<file path="src/rtl/cram_req_bridge_pkg.sv">
// Shared types and defaults for the CRAM request bridge.
// The FSM state encoding, parameter defaults and the half-word address helper live here.
package cram_req_bridge_pkg;

    typedef enum logic [2:0] {
        ST_IDLE = 3'd0,
        ST_GAP  = 3'd1,
        ST_SEL  = 3'd2,
        ST_NEXT = 3'd3,
        ST_RESP = 3'd4
    } bridge_state_t;

    localparam int SEL_GAP_DEFAULT = 2;
    localparam int TMO_CYC_DEFAULT = 255;

    localparam logic [23:0] HALF_STRIDE = 24'd2;

    // Byte address of the low (hi=0) or high (hi=1) half; the 24-bit add wraps,
    // and carrying into bit 23 deliberately moves the high half to the other chip.
    function automatic logic [23:0] half_addr(input logic [23:0] addr, input logic hi);
        logic [23:0] base;
        base = {addr[23:1], 1'b0};
        if (hi) begin
            return base + HALF_STRIDE;
        end else begin
            return base;
        end
    endfunction

endpackage

</file>
<file path="src/rtl/cram_req_bridge_ack_edge.sv">
// cram_ack_edge: registers the controller's Sln_xferAck and flags its rising edge.
// The controller leaves ack high until the next access starts, so only a fresh
// rise may complete a half.
module cram_ack_edge (
    input  logic OPB_Clk,
    input  logic OPB_Rst,
    input  logic i_ack,
    output logic o_ack_rise
);

    logic r_ack_q;

    // Remember last cycle's ack level so a level left over from before is ignored
    always_ff @(posedge OPB_Clk or negedge OPB_Rst) begin
        if (!OPB_Rst) begin
            r_ack_q <= 1'b0;
        end else begin
            r_ack_q <= i_ack;
        end
    end

    assign o_ack_rise = i_ack & ~r_ack_q;

endmodule

</file>
<file path="src/rtl/cram_req_bridge.sv">
// cram_req_bridge: turns one 16/32-bit core request into one or two half-word
// accesses on the OPB CRAM controller interface and returns a one-cycle response.
// Optional feature macro: CRAM_BRIDGE_TMO_EN enables a per-half SEL watchdog
// (TMO_CYC cycles) that aborts the access and reports rsp_err.
module cram_req_bridge
    import cram_req_bridge_pkg::*;
#(
    parameter int SEL_GAP = SEL_GAP_DEFAULT,
    parameter int TMO_CYC = TMO_CYC_DEFAULT
) (
    input  logic        OPB_Clk,
    input  logic        OPB_Rst,
    input  logic        req_valid,
    output logic        req_ready,
    input  logic        req_write,
    input  logic        req_wide,
    input  logic [23:0] req_addr,
    input  logic [31:0] req_wdata,
    input  logic [3:0]  req_be,
    output logic        rsp_valid,
    output logic [31:0] rsp_rdata,
    output logic        rsp_err,
    output logic [23:0] OPB_ABus,
    output logic [15:0] OPB_DBus,
    output logic [1:0]  OPB_BE,
    output logic        OPB_RNW,
    output logic        OPB_32Bit,
    output logic        OPB_select,
    input  logic [15:0] Sln_DBus,
    input  logic        Sln_xferAck
);

    bridge_state_t r_state;
    bridge_state_t w_state_nxt;

    logic        r_req_ready;
    logic        r_select;
    logic        r_rsp_valid;
    logic        w_ready_nxt;
    logic        w_select_nxt;
    logic        w_rsp_valid_nxt;

    logic [3:0]  r_gap_cnt;
    logic        w_gap_done;
    logic        w_accept;
    logic        w_ack_rise;
    logic        w_tmo_hit;

    logic        r_write;
    logic        r_wide;
    logic        r_half;
    logic [23:0] r_hi_addr;
    logic [15:0] r_hi_data;
    logic [1:0]  r_hi_be;

    logic [23:0] r_abus;
    logic [15:0] r_dbus;
    logic [1:0]  r_be;
    logic        r_rnw;
    logic        r_32bit;
    logic [31:0] r_rdata;

    logic        w_unused_addr0;

    assign w_unused_addr0 = req_addr[0];
    assign w_accept       = req_valid & r_req_ready;
    assign w_gap_done     = (r_gap_cnt == 4'(SEL_GAP - 1));

    cram_ack_edge u_ack_edge (
        .OPB_Clk    (OPB_Clk),
        .OPB_Rst    (OPB_Rst),
        .i_ack      (Sln_xferAck),
        .o_ack_rise (w_ack_rise)
    );

    // State register, with the state-decoded outputs registered alongside it
    always_ff @(posedge OPB_Clk or negedge OPB_Rst) begin
        if (!OPB_Rst) begin
            r_state     <= ST_IDLE;
            r_req_ready <= 1'b0;
            r_select    <= 1'b0;
            r_rsp_valid <= 1'b0;
        end else begin
            r_state     <= w_state_nxt;
            r_req_ready <= w_ready_nxt;
            r_select    <= w_select_nxt;
            r_rsp_valid <= w_rsp_valid_nxt;
        end
    end

    // Next-state logic: gap, select until a fresh ack edge (or watchdog), then next half or respond
    always_comb begin
        w_state_nxt = r_state;
        case (r_state)
            ST_IDLE: begin
                if (w_accept) begin
                    w_state_nxt = ST_GAP;
                end else begin
                    w_state_nxt = ST_IDLE;
                end
            end
            ST_GAP: begin
                if (w_gap_done) begin
                    w_state_nxt = ST_SEL;
                end else begin
                    w_state_nxt = ST_GAP;
                end
            end
            ST_SEL: begin
                if (w_ack_rise) begin
                    w_state_nxt = ST_NEXT;
                end else if (w_tmo_hit) begin
                    w_state_nxt = ST_RESP;
                end else begin
                    w_state_nxt = ST_SEL;
                end
            end
            ST_NEXT: begin
                if (r_wide && !r_half) begin
                    w_state_nxt = ST_GAP;
                end else begin
                    w_state_nxt = ST_RESP;
                end
            end
            ST_RESP: begin
                w_state_nxt = ST_IDLE;
            end
            default: begin
                w_state_nxt = ST_IDLE;
            end
        endcase
    end

    // Output decode from the next state so ready/select/rsp_valid are registered and track the state exactly
    always_comb begin
        w_ready_nxt     = 1'b0;
        w_select_nxt    = 1'b0;
        w_rsp_valid_nxt = 1'b0;
        case (w_state_nxt)
            ST_IDLE: w_ready_nxt     = 1'b1;
            ST_SEL:  w_select_nxt    = 1'b1;
            ST_RESP: w_rsp_valid_nxt = 1'b1;
            default: w_ready_nxt     = 1'b0;
        endcase
    end

    // Count GAP cycles so OPB_select is low for SEL_GAP cycles before every rise
    always_ff @(posedge OPB_Clk or negedge OPB_Rst) begin
        if (!OPB_Rst) begin
            r_gap_cnt <= 4'd0;
        end else if (r_state == ST_GAP) begin
            r_gap_cnt <= r_gap_cnt + 4'd1;
        end else begin
            r_gap_cnt <= 4'd0;
        end
    end

    // Latch the request, steer each half onto the bus (held from GAP through SEL), collect read halves
    always_ff @(posedge OPB_Clk or negedge OPB_Rst) begin
        if (!OPB_Rst) begin
            r_write   <= 1'b0;
            r_wide    <= 1'b0;
            r_half    <= 1'b0;
            r_hi_addr <= 24'd0;
            r_hi_data <= 16'd0;
            r_hi_be   <= 2'b00;
            r_abus    <= 24'd0;
            r_dbus    <= 16'd0;
            r_be      <= 2'b11;
            r_rnw     <= 1'b1;
            r_32bit   <= 1'b0;
            r_rdata   <= 32'd0;
        end else if (w_accept) begin
            r_write   <= req_write;
            r_wide    <= req_wide;
            r_half    <= 1'b0;
            r_hi_addr <= half_addr(req_addr, 1'b1);
            r_hi_data <= req_wdata[31:16];
            r_hi_be   <= req_be[3:2];
            r_abus    <= half_addr(req_addr, 1'b0);
            r_dbus    <= req_wdata[15:0];
            r_be      <= req_be[1:0];
            r_rnw     <= ~req_write;
            r_32bit   <= req_wide;
            r_rdata   <= 32'd0;
        end else if ((r_state == ST_SEL) && w_ack_rise && !r_write) begin
            if (r_half) begin
                r_rdata[31:16] <= Sln_DBus;
            end else begin
                r_rdata[15:0]  <= Sln_DBus;
            end
        end else if ((r_state == ST_NEXT) && r_wide && !r_half) begin
            r_half <= 1'b1;
            r_abus <= r_hi_addr;
            r_dbus <= r_hi_data;
            r_be   <= r_hi_be;
        end else begin
            r_half <= r_half;
        end
    end

`ifdef CRAM_BRIDGE_TMO_EN
    localparam int TMO_W = $clog2(TMO_CYC + 1);

    logic [TMO_W-1:0] r_tmo_cnt;
    logic             r_err;

    assign w_tmo_hit = (r_state == ST_SEL) && (r_tmo_cnt == TMO_W'(TMO_CYC - 1));

    // Per-half watchdog: counts cycles waiting in SEL, cleared whenever SEL is left
    always_ff @(posedge OPB_Clk or negedge OPB_Rst) begin
        if (!OPB_Rst) begin
            r_tmo_cnt <= {TMO_W{1'b0}};
        end else if ((r_state == ST_SEL) && !w_ack_rise) begin
            r_tmo_cnt <= r_tmo_cnt + TMO_W'(1);
        end else begin
            r_tmo_cnt <= {TMO_W{1'b0}};
        end
    end

    // Error flag: cleared on a new request, set when the watchdog aborts a half
    always_ff @(posedge OPB_Clk or negedge OPB_Rst) begin
        if (!OPB_Rst) begin
            r_err <= 1'b0;
        end else if (w_accept) begin
            r_err <= 1'b0;
        end else if (w_tmo_hit && !w_ack_rise) begin
            r_err <= 1'b1;
        end else begin
            r_err <= r_err;
        end
    end

    assign rsp_err = r_err;
`else
    logic w_unused_tmo;

    assign w_unused_tmo = (TMO_CYC > 0);
    assign w_tmo_hit    = 1'b0;
    assign rsp_err      = 1'b0;
`endif

    assign req_ready  = r_req_ready;
    assign OPB_select = r_select;
    assign rsp_valid  = r_rsp_valid;
    assign rsp_rdata  = r_rdata;
    assign OPB_ABus   = r_abus;
    assign OPB_DBus   = r_dbus;
    assign OPB_BE     = r_be;
    assign OPB_RNW    = r_rnw;
    assign OPB_32Bit  = r_32bit;

endmodule

</file>
<file path="config.mk">
export PLATFORM = sky130hd
export DESIGN_NAME = cram_req_bridge
export DESIGN_NICKNAME = d
export VERILOG_FILES = /design/src/rtl/cram_req_bridge_pkg.sv /design/src/rtl/cram_req_bridge_ack_edge.sv /design/src/rtl/cram_req_bridge.sv
export SDC_FILE = /design/constraint.sdc
export NUM_CORES = 1
export LEC_CHECK = 0
export ABC_AREA = 1
export BUFFER_PORTS_ARGS = -buffer_cell sky130_fd_sc_hd__buf_2
export CAP_MARGIN = 20
export CORE_UTILIZATION = 29
export DETAILED_ROUTE_END_ITERATION = 6
export HOLD_SLACK_MARGIN = 0.08
export PLACE_DENSITY = 0.53
export RECOVER_POWER = 50
export SLEW_MARGIN = 10
export SYNTH_ARGS = -nofsm -noshare
export SYNTH_HDL_FRONTEND = slang
export SYNTH_SLANG_ARGS = --single-unit
export TNS_END_PERCENT = 10
</file>
<file path="constraint.sdc">
create_clock -name OPB_Clk -period 2 [get_ports OPB_Clk]
set_input_delay 0 -clock OPB_Clk [delete_from_list [all_inputs] [get_ports OPB_Clk]]
set_output_delay 0 -clock OPB_Clk [all_outputs]
set_load 0.02 [all_outputs]
</file>
# After elaboration in Yosys (flattened, before gate mapping)
# Index checks and enable logic that the tools add are counted.
[totals]
in_bits = 82
regBits = 131
[op_classes]
addsub = 2
n_mux = 25
eq_ne = 8
n_reduce_logical = 15
bitwise = 4
[ops]
columns = ["op", "count"]
rows = [
  ["2-to-1 mux 16 bit", 5],
  ["2-to-1 mux 24 bit", 3],
  ["2-to-1 mux 32 bit", 2],
  ["adder 24 x 2 -> 24 bit, second input constant", 1],
  ["case mux 3 bit (4 select lines)", 1],
  ["== test 3 x 2 -> 1 bit, second input constant", 3],
  ["2-to-1 mux 1 bit", 8],
  ["2-to-1 mux 2 bit", 4],
  ["logical NOT 3 bit", 2],
  ["AND reduction 2 bit", 3],
  ["nonzero test 2 bit", 3],
  ["logical AND 1 bit", 5],
  ["adder 4 x 1 -> 4 bit, second input constant", 1],
  ["== test 4 x 1 -> 1 bit, second input constant", 1],
  ["2-to-1 mux 4 bit", 1],
  ["inequality test 2 bit, second input constant", 2],
  ["== test 3 x 1 -> 1 bit, second input constant", 1],
  ["== test 3 bit, second input constant", 1],
  ["2-to-1 mux 3 bit", 1],
  ["AND 1 bit", 2],
  ["logical NOT 1 bit", 2],
  ["inverter 1 bit", 2],
]

# Depth between registers and ports, before layout
[logic_depth]
ltp_word = 6
mapped_depth = 8
mapped_depth_nobuf = 8

# Cells and area by module
# A second synthesis with hierarchy kept.
[unflattened]
hier_cells = 729
hier_area_um2 = 5908.2
[by_module_without_submodules]
columns = ["module", "seq_area_each_um2", "area_each_um2", "cells_per_inst", "n_inst"]
rows = [
  ["cram_req_bridge", 3206.8, 5873.1, 726, 1],
  ["cram_ack_edge", 25.0, 35.0, 3, 1],
]

# Worst setup path before layout
# Ideal clock, no wire load.
[synth_timing]
kind = "reg2reg"
start = "register r_req_ready, in the netlist req_ready"
end = "register r_rdata[10], in the netlist rsp_rdata[10]"
path_buffers = 3
t_arrival_ns = 1.220
period_less_slack_ns = 1.284
setup_ns = 0.065
required_time_ns = 1.935
path_stages_with_launch = 7
slack_ns = 0.716
cell_sequence = "dfrtp_1 nand2_1 buf_2 buf_2 buf_2 nand3_1 nand2_1"
[synth_via]
elab_chain_cells = 3
word_cells_on_any_way = 5
cone_classes = "eq/ne: 1; mux: 1; bitwise: 1; reduce/logical: 2"
[synth_lines]
columns = ["element", "line_no", "source"]
rows = [
  ["start, declared", "cram_req_bridge.sv:36", "logic r_req_ready;"],
  ["start signal, assigned", "cram_req_bridge.sv:85", "r_req_ready <= w_ready_nxt;"],
  ["AND 1 bit (*)", "cram_req_bridge.sv:66", "assign w_accept = req_valid & r_req_ready;"],
  ["inequality test 2 bit (no line) / nonzero test 2 bit (equally long branches)", "--", ""],
  ["AND reduction 2 bit (no line)", "--", ""],
  ["end signal, assigned", "cram_req_bridge.sv:190", "r_rdata[15:0] <= Sln_DBus;"],
  ["end, declared", "cram_req_bridge.sv:61", "logic [31:0] r_rdata;"],
]
# Every way passes the cells marked *; elsewhere a longest branch is shown, timed or not.
# A chain may end at the register's enable or synchronous reset.

# Final worst setup path
[layout_timing]
start = "input req_addr[12]"
end = "register r_hi_addr[22]"
[layout_via]
elab_chain_cells = 1
[layout_lines]
columns = ["element", "line_no", "source"]
rows = [
  ["start, declared", "cram_req_bridge.sv:17", "input logic [23:0] req_addr,"],
  ["adder 24 x 2 -> 24 bit", "cram_req_bridge_pkg.sv:24", "return base + HALF_STRIDE;"],
  ["end signal, assigned", "cram_req_bridge.sv:177", "r_hi_addr <= half_addr(req_addr, 1'b1);"],
  ["end, declared", "cram_req_bridge.sv:52", "logic [23:0] r_hi_addr;"],
]
# No other way between the ends.

==> qor.txt <==
STATUS
------------------------------------------------------------------------------------------
Status ...................................................................... complete, no violations

TIMING
------------------------------------------------------------------------------------------
Clock skew ..................................................................    0.0175 ns
Final Max Slew Viols ........................................................            0
Measured slew at the worst slew-check pin ...................................      1.39 ns
Fmax achieved ...............................................................    0.591 GHz
Total Neg Setup Slack .......................................................         0 ns
Worst-case hold slack .......................................................     0.132 ns
Setup repair after global routing missed its margin .........................           no
Setup violators final .......................................................            0
Period Utilization, post-route ..............................................        84.6%
Final Hold Fails ............................................................            0
Worst-case headroom to the max-slew limit ...................................        7.65%
Final worst path period need ................................................      1.69 ns

WORST SETUP PATH
------------------------------------------------------------------------------------------
Largest driver fanout on the critical path ..................................            4
Register-to-Register Path Depth .............................................            6
Type of the setup path with the least slack ................................. input port to register
Arrival time of the worst setup path ........................................      1.99 ns
Setup crit end kind .........................................................     register
Total buffers and inverters traversed by the critical path ..................            3
Cell type with the highest occurrence count on the critical path ............ sky130_fd_sc_hd__nand2_1
Slowest cell on the critical path ........................................... sky130_fd_sc_hd__dlygate4sd3_1
Number of logic stages on the critical path including buffering .............           10
Cell class contributing the biggest share of worst-path delay ............... buffers and inverters
Peak per-stage delay on the critical path ...................................      0.58 ns
WP data required ............................................................      2.30 ns
Startpoint class of the critical path .......................................   input port
Cell breakdown of the critical path ......................................... dlygate4sd3_1, buf_2, nand2_1, dlygate4sd3_1, nor2_1, nand2_1, nor2_1, nand2_1, nand2_1, nand3_1

SYNTH
------------------------------------------------------------------------------------------
Post-synthesis share of cell area spent on xor and xnor gates ...............       0.577%
Complex-gate fraction of the synthesized area ...............................        6.51%
Post-synthesis sequential element count .....................................          129
Post-synth top area cell .................................................... sky130_fd_sc_hd__dfrtp_1
Number of synthesis warnings ................................................            0
Share of synthesized cell area in and, or, nand and nor gates ...............        32.4%
Leading post-synthesis cells by cell area ................................... sky130_fd_sc_hd__dfrtp_1, sky130_fd_sc_hd__nand2_1, sky130_fd_sc_hd__nand3_1
Mux contribution to synthesized area ........................................           0%
Adder-cell share of the synthesized area ....................................       0.618%
Netlist area before placement ...............................................  0.00607 mm²
Cell count after synthesis ..................................................          763
Proportion of synthesized chip area in sequential cells .....................        53.2%
Avg Cell Area, Syn ..........................................................     7.96 µm²
Library cells used by synthesis .............................................           31
Dominant combinational cell family by area after synthesis .................. simple AND/OR/NAND/NOR gates
Synth top area share ........................................................        51.9%

GRT
------------------------------------------------------------------------------------------
All-Layer GR Usage ..........................................................        16.7%
Pin count of the biggest net entering global routing ........................          107
Vias in the first global route ..............................................         5462
Initial antenna violation count .............................................            0
Global-route wire length before repair ......................................     28200 µm
Grt ovf .....................................................................            0

CELLS AND AREA
------------------------------------------------------------------------------------------
Utilization after layout ....................................................        42.0%
Area of all sequential standard cells .......................................  0.00323 mm²
Footprint of the multi-input gates ..........................................  0.00245 mm²
Final-stage net count .......................................................         1080
Share of post-route cells with drive strength above 1 .......................        19.0%
Final design instance area without fill .....................................  0.00856 mm²
Synth-to-layout area growth .................................................        40.9%
Layout fillers ..............................................................         2096
Diode count .................................................................            0

ROUTE
------------------------------------------------------------------------------------------
Antenna viol nets, final ....................................................            0
Number of optimization iterations in the first detailed-route pass ..........            5
Total wire length ...........................................................     17400 µm
Drt drc .....................................................................            0
Starting DRT DRC Count ......................................................          227
Detailed-route wire length per cell .........................................      13.6 µm
Average vias per placed instance ............................................         4.41
Vias after detailed routing .................................................         5638

CLOCK TREE
------------------------------------------------------------------------------------------
Post CTS Setup Buffer Count .................................................            0
H-Tree Level Count ..........................................................            4
Clk_lat worst skew ..........................................................      0.42 ns
Longest Clk Path Bufs .......................................................            2
CTS resizes .................................................................            0
Clock edge transition at the registers on the reported setup and hold paths .      0.06 ns
CTS tree ....................................................................        built
Number of buffers created by CTS ............................................           17
Sink Count ..................................................................          129
Cell chosen for the clock root .............................................. sky130_fd_sc_hd__clkbuf_16

PLACED DESIGN
------------------------------------------------------------------------------------------
Placer's final routability congestion estimate ..............................        0.745
DPL Wire Length .............................................................     10800 µm
Number of buffer cells added on primary ports ...............................          158
Area after DPL ..............................................................  0.00712 mm²

FLOORPLAN
------------------------------------------------------------------------------------------
Top-level I/O count .........................................................          162
Height of the chip ..........................................................       147 µm
Placeable Area ..............................................................   0.0204 mm²
DIE AREA ....................................................................   0.0215 mm²
Width of the die ............................................................       147 µm
Core Rows ...................................................................           52
Initial core utilization ....................................................        29.8%

POWER
------------------------------------------------------------------------------------------
Leak Pwr ....................................................................      4.55 nW
Total power divided by cell area ............................................  1310 mW/mm²
Max IR drop VDD .............................................................       720 µV

RUN
------------------------------------------------------------------------------------------
Count of max-cap constraint violations ......................................            0

HOLD PATH
------------------------------------------------------------------------------------------
Worst Hold Class ............................................................ input port to register
Count of cells along the worst hold path ....................................            6

-- per-layer routing --
| metal | GRT usage [%] | wire length (µm) |
|---|---|---|
| met3 | 4.13 | 931 |
| met1 | 21.7 | 8360 |
| met5 | 0 | 0 |
| met4 | 4.84 | 167 |
| met2 | 27.3 | 7920 |
-- Yosys cell counts --
cell type                  count
sky130_fd_sc_hd__a21oi_1       3
sky130_fd_sc_hd__a31oi_1       2
sky130_fd_sc_hd__buf_1         3
sky130_fd_sc_hd__buf_2        23
sky130_fd_sc_hd__buf_4         2
sky130_fd_sc_hd__buf_6         3
sky130_fd_sc_hd__clkbuf_1      4
sky130_fd_sc_hd__clkinv_2      2
sky130_fd_sc_hd__conb_1        1
sky130_fd_sc_hd__dfrtp_1     126
sky130_fd_sc_hd__dfstp_2       3
sky130_fd_sc_hd__ha_1          3
sky130_fd_sc_hd__inv_1        49
sky130_fd_sc_hd__inv_2         4
sky130_fd_sc_hd__nand2_1     327
sky130_fd_sc_hd__nand2_2       1
sky130_fd_sc_hd__nand3_1      72
sky130_fd_sc_hd__nand3_2       2
sky130_fd_sc_hd__nand3_4       2
sky130_fd_sc_hd__nor2_1       66
sky130_fd_sc_hd__nor2_2        5
sky130_fd_sc_hd__nor2_4        2
sky130_fd_sc_hd__nor2_8        1
sky130_fd_sc_hd__o211ai_1     10
sky130_fd_sc_hd__o211ai_2      9
sky130_fd_sc_hd__o21a_1        1
sky130_fd_sc_hd__o21ai_0      19
sky130_fd_sc_hd__o21ai_1      11
sky130_fd_sc_hd__o21bai_1      3
sky130_fd_sc_hd__xnor2_1       3
sky130_fd_sc_hd__xor2_1        1
-- area by class of cell --
type | instances | share of cell area, %
multi-input combinational | 545 | 28.6
inverter | 55 | 2.46
sequential | 129 | 37.8
timing repair buffer | 247 | 19.4
tap | 270 | 3.95
clock buffer | 18 | 5.13
clock inverter | 14 | 2.65
-- path summary, 6_finish.rpt --
| path | slack [ns] | startpoint | end |
|---|---|---|---|
| min in group asynchronous | 0.43 | OPB_Rst | u_ack_edge.r_ack_q |
| max in group asynchronous | 0.43 | OPB_Rst | OPB_BE[1] |
| max | 0.31 | req_addr[12] | r_hi_addr[22] |
| min | 0.13 | req_valid | OPB_ABus[1] |
| max reg2reg | 0.39 | r_state[0] | OPB_ABus[17] |
| min reg2reg | 0.47 | OPB_BE[0] | OPB_BE[0] |
-- power by group --
group          internal [W]  switching (W)
Clock               0.00227        0.00126
Sequential          0.00356       0.000407
Combinational       0.00124        0.00245
Total               0.00707        0.00412
-- worst reg2reg max path: cells and delay by family (launching register included) --
kind | cells | cell delay, ns
simple gates | 4 | 0.85
flops | 1 | 0.39
buf+inv | 1 | 0.24
compound gates | 1 | 0.06
-- flip-flops by register name, indices dropped and copies added, names as in the netlist, 2 cells and up --
name,flops
r_state,3
r_gap_cnt,4
r_hi_data,16
r_hi_be,2
rsp_rdata,32
OPB_DBus,16
OPB_ABus,23
OPB_BE,2
r_hi_addr,23
-- kinds of logic (layout without fill, tap and decap cells) --
logic type | after synthesis | after routing
compound gates | 58 | 58
xor+xnor | 4 | 4
fa+ha+maj | 3 | 3
buf+inv | 90 | 334
flops | 129 | 129
other cells | 1 | 2
simple gates | 478 | 478
-- cell usage in the layout, fill, tap and decap left out, types with 5 or more instances in the layout --
| cell type | netlist | final |
|---|---|---|
| sky130_fd_sc_hd__clkbuf_16 | 0 | 17 |
| sky130_fd_sc_hd__nand3_1 | 72 | 73 |
| sky130_fd_sc_hd__dlygate4sd3_1 | 0 | 81 |
| sky130_fd_sc_hd__nor2_1 | 66 | 66 |
| sky130_fd_sc_hd__o211ai_1 | 10 | 10 |
| sky130_fd_sc_hd__inv_1 | 49 | 50 |
| sky130_fd_sc_hd__bufinv_16 | 0 | 5 |
| sky130_fd_sc_hd__o21ai_0 | 19 | 19 |
| sky130_fd_sc_hd__o21ai_1 | 11 | 11 |
| sky130_fd_sc_hd__nand2_1 | 327 | 326 |
| sky130_fd_sc_hd__clkbuf_1 | 4 | 36 |
| sky130_fd_sc_hd__nor2_2 | 5 | 5 |
| sky130_fd_sc_hd__o211ai_2 | 9 | 9 |
| sky130_fd_sc_hd__inv_6 | 0 | 5 |
| sky130_fd_sc_hd__buf_2 | 23 | 121 |
| sky130_fd_sc_hd__dfrtp_1 | 126 | 126 |
-- timing repair --
item | 4_1_cts | 5_1_grt
endpoints found under the setup margin | 0 | 0
endpoints found under the hold margin | 246 | 0
hold buffers | 81 | 0
-- stage by stage --
step,setup WS [ns],instances,total power (W)
after floorplan,0.716,764,0.00644
after global placement,0.138,1164,0.00760
after detailed placement,0.124,1164,0.00764
after CTS,0.106,1277,0.0114
after global routing,0.0830,1278,0.0119
final,0.308,1278,0.0112
Power figures use the tool's default switching activity.
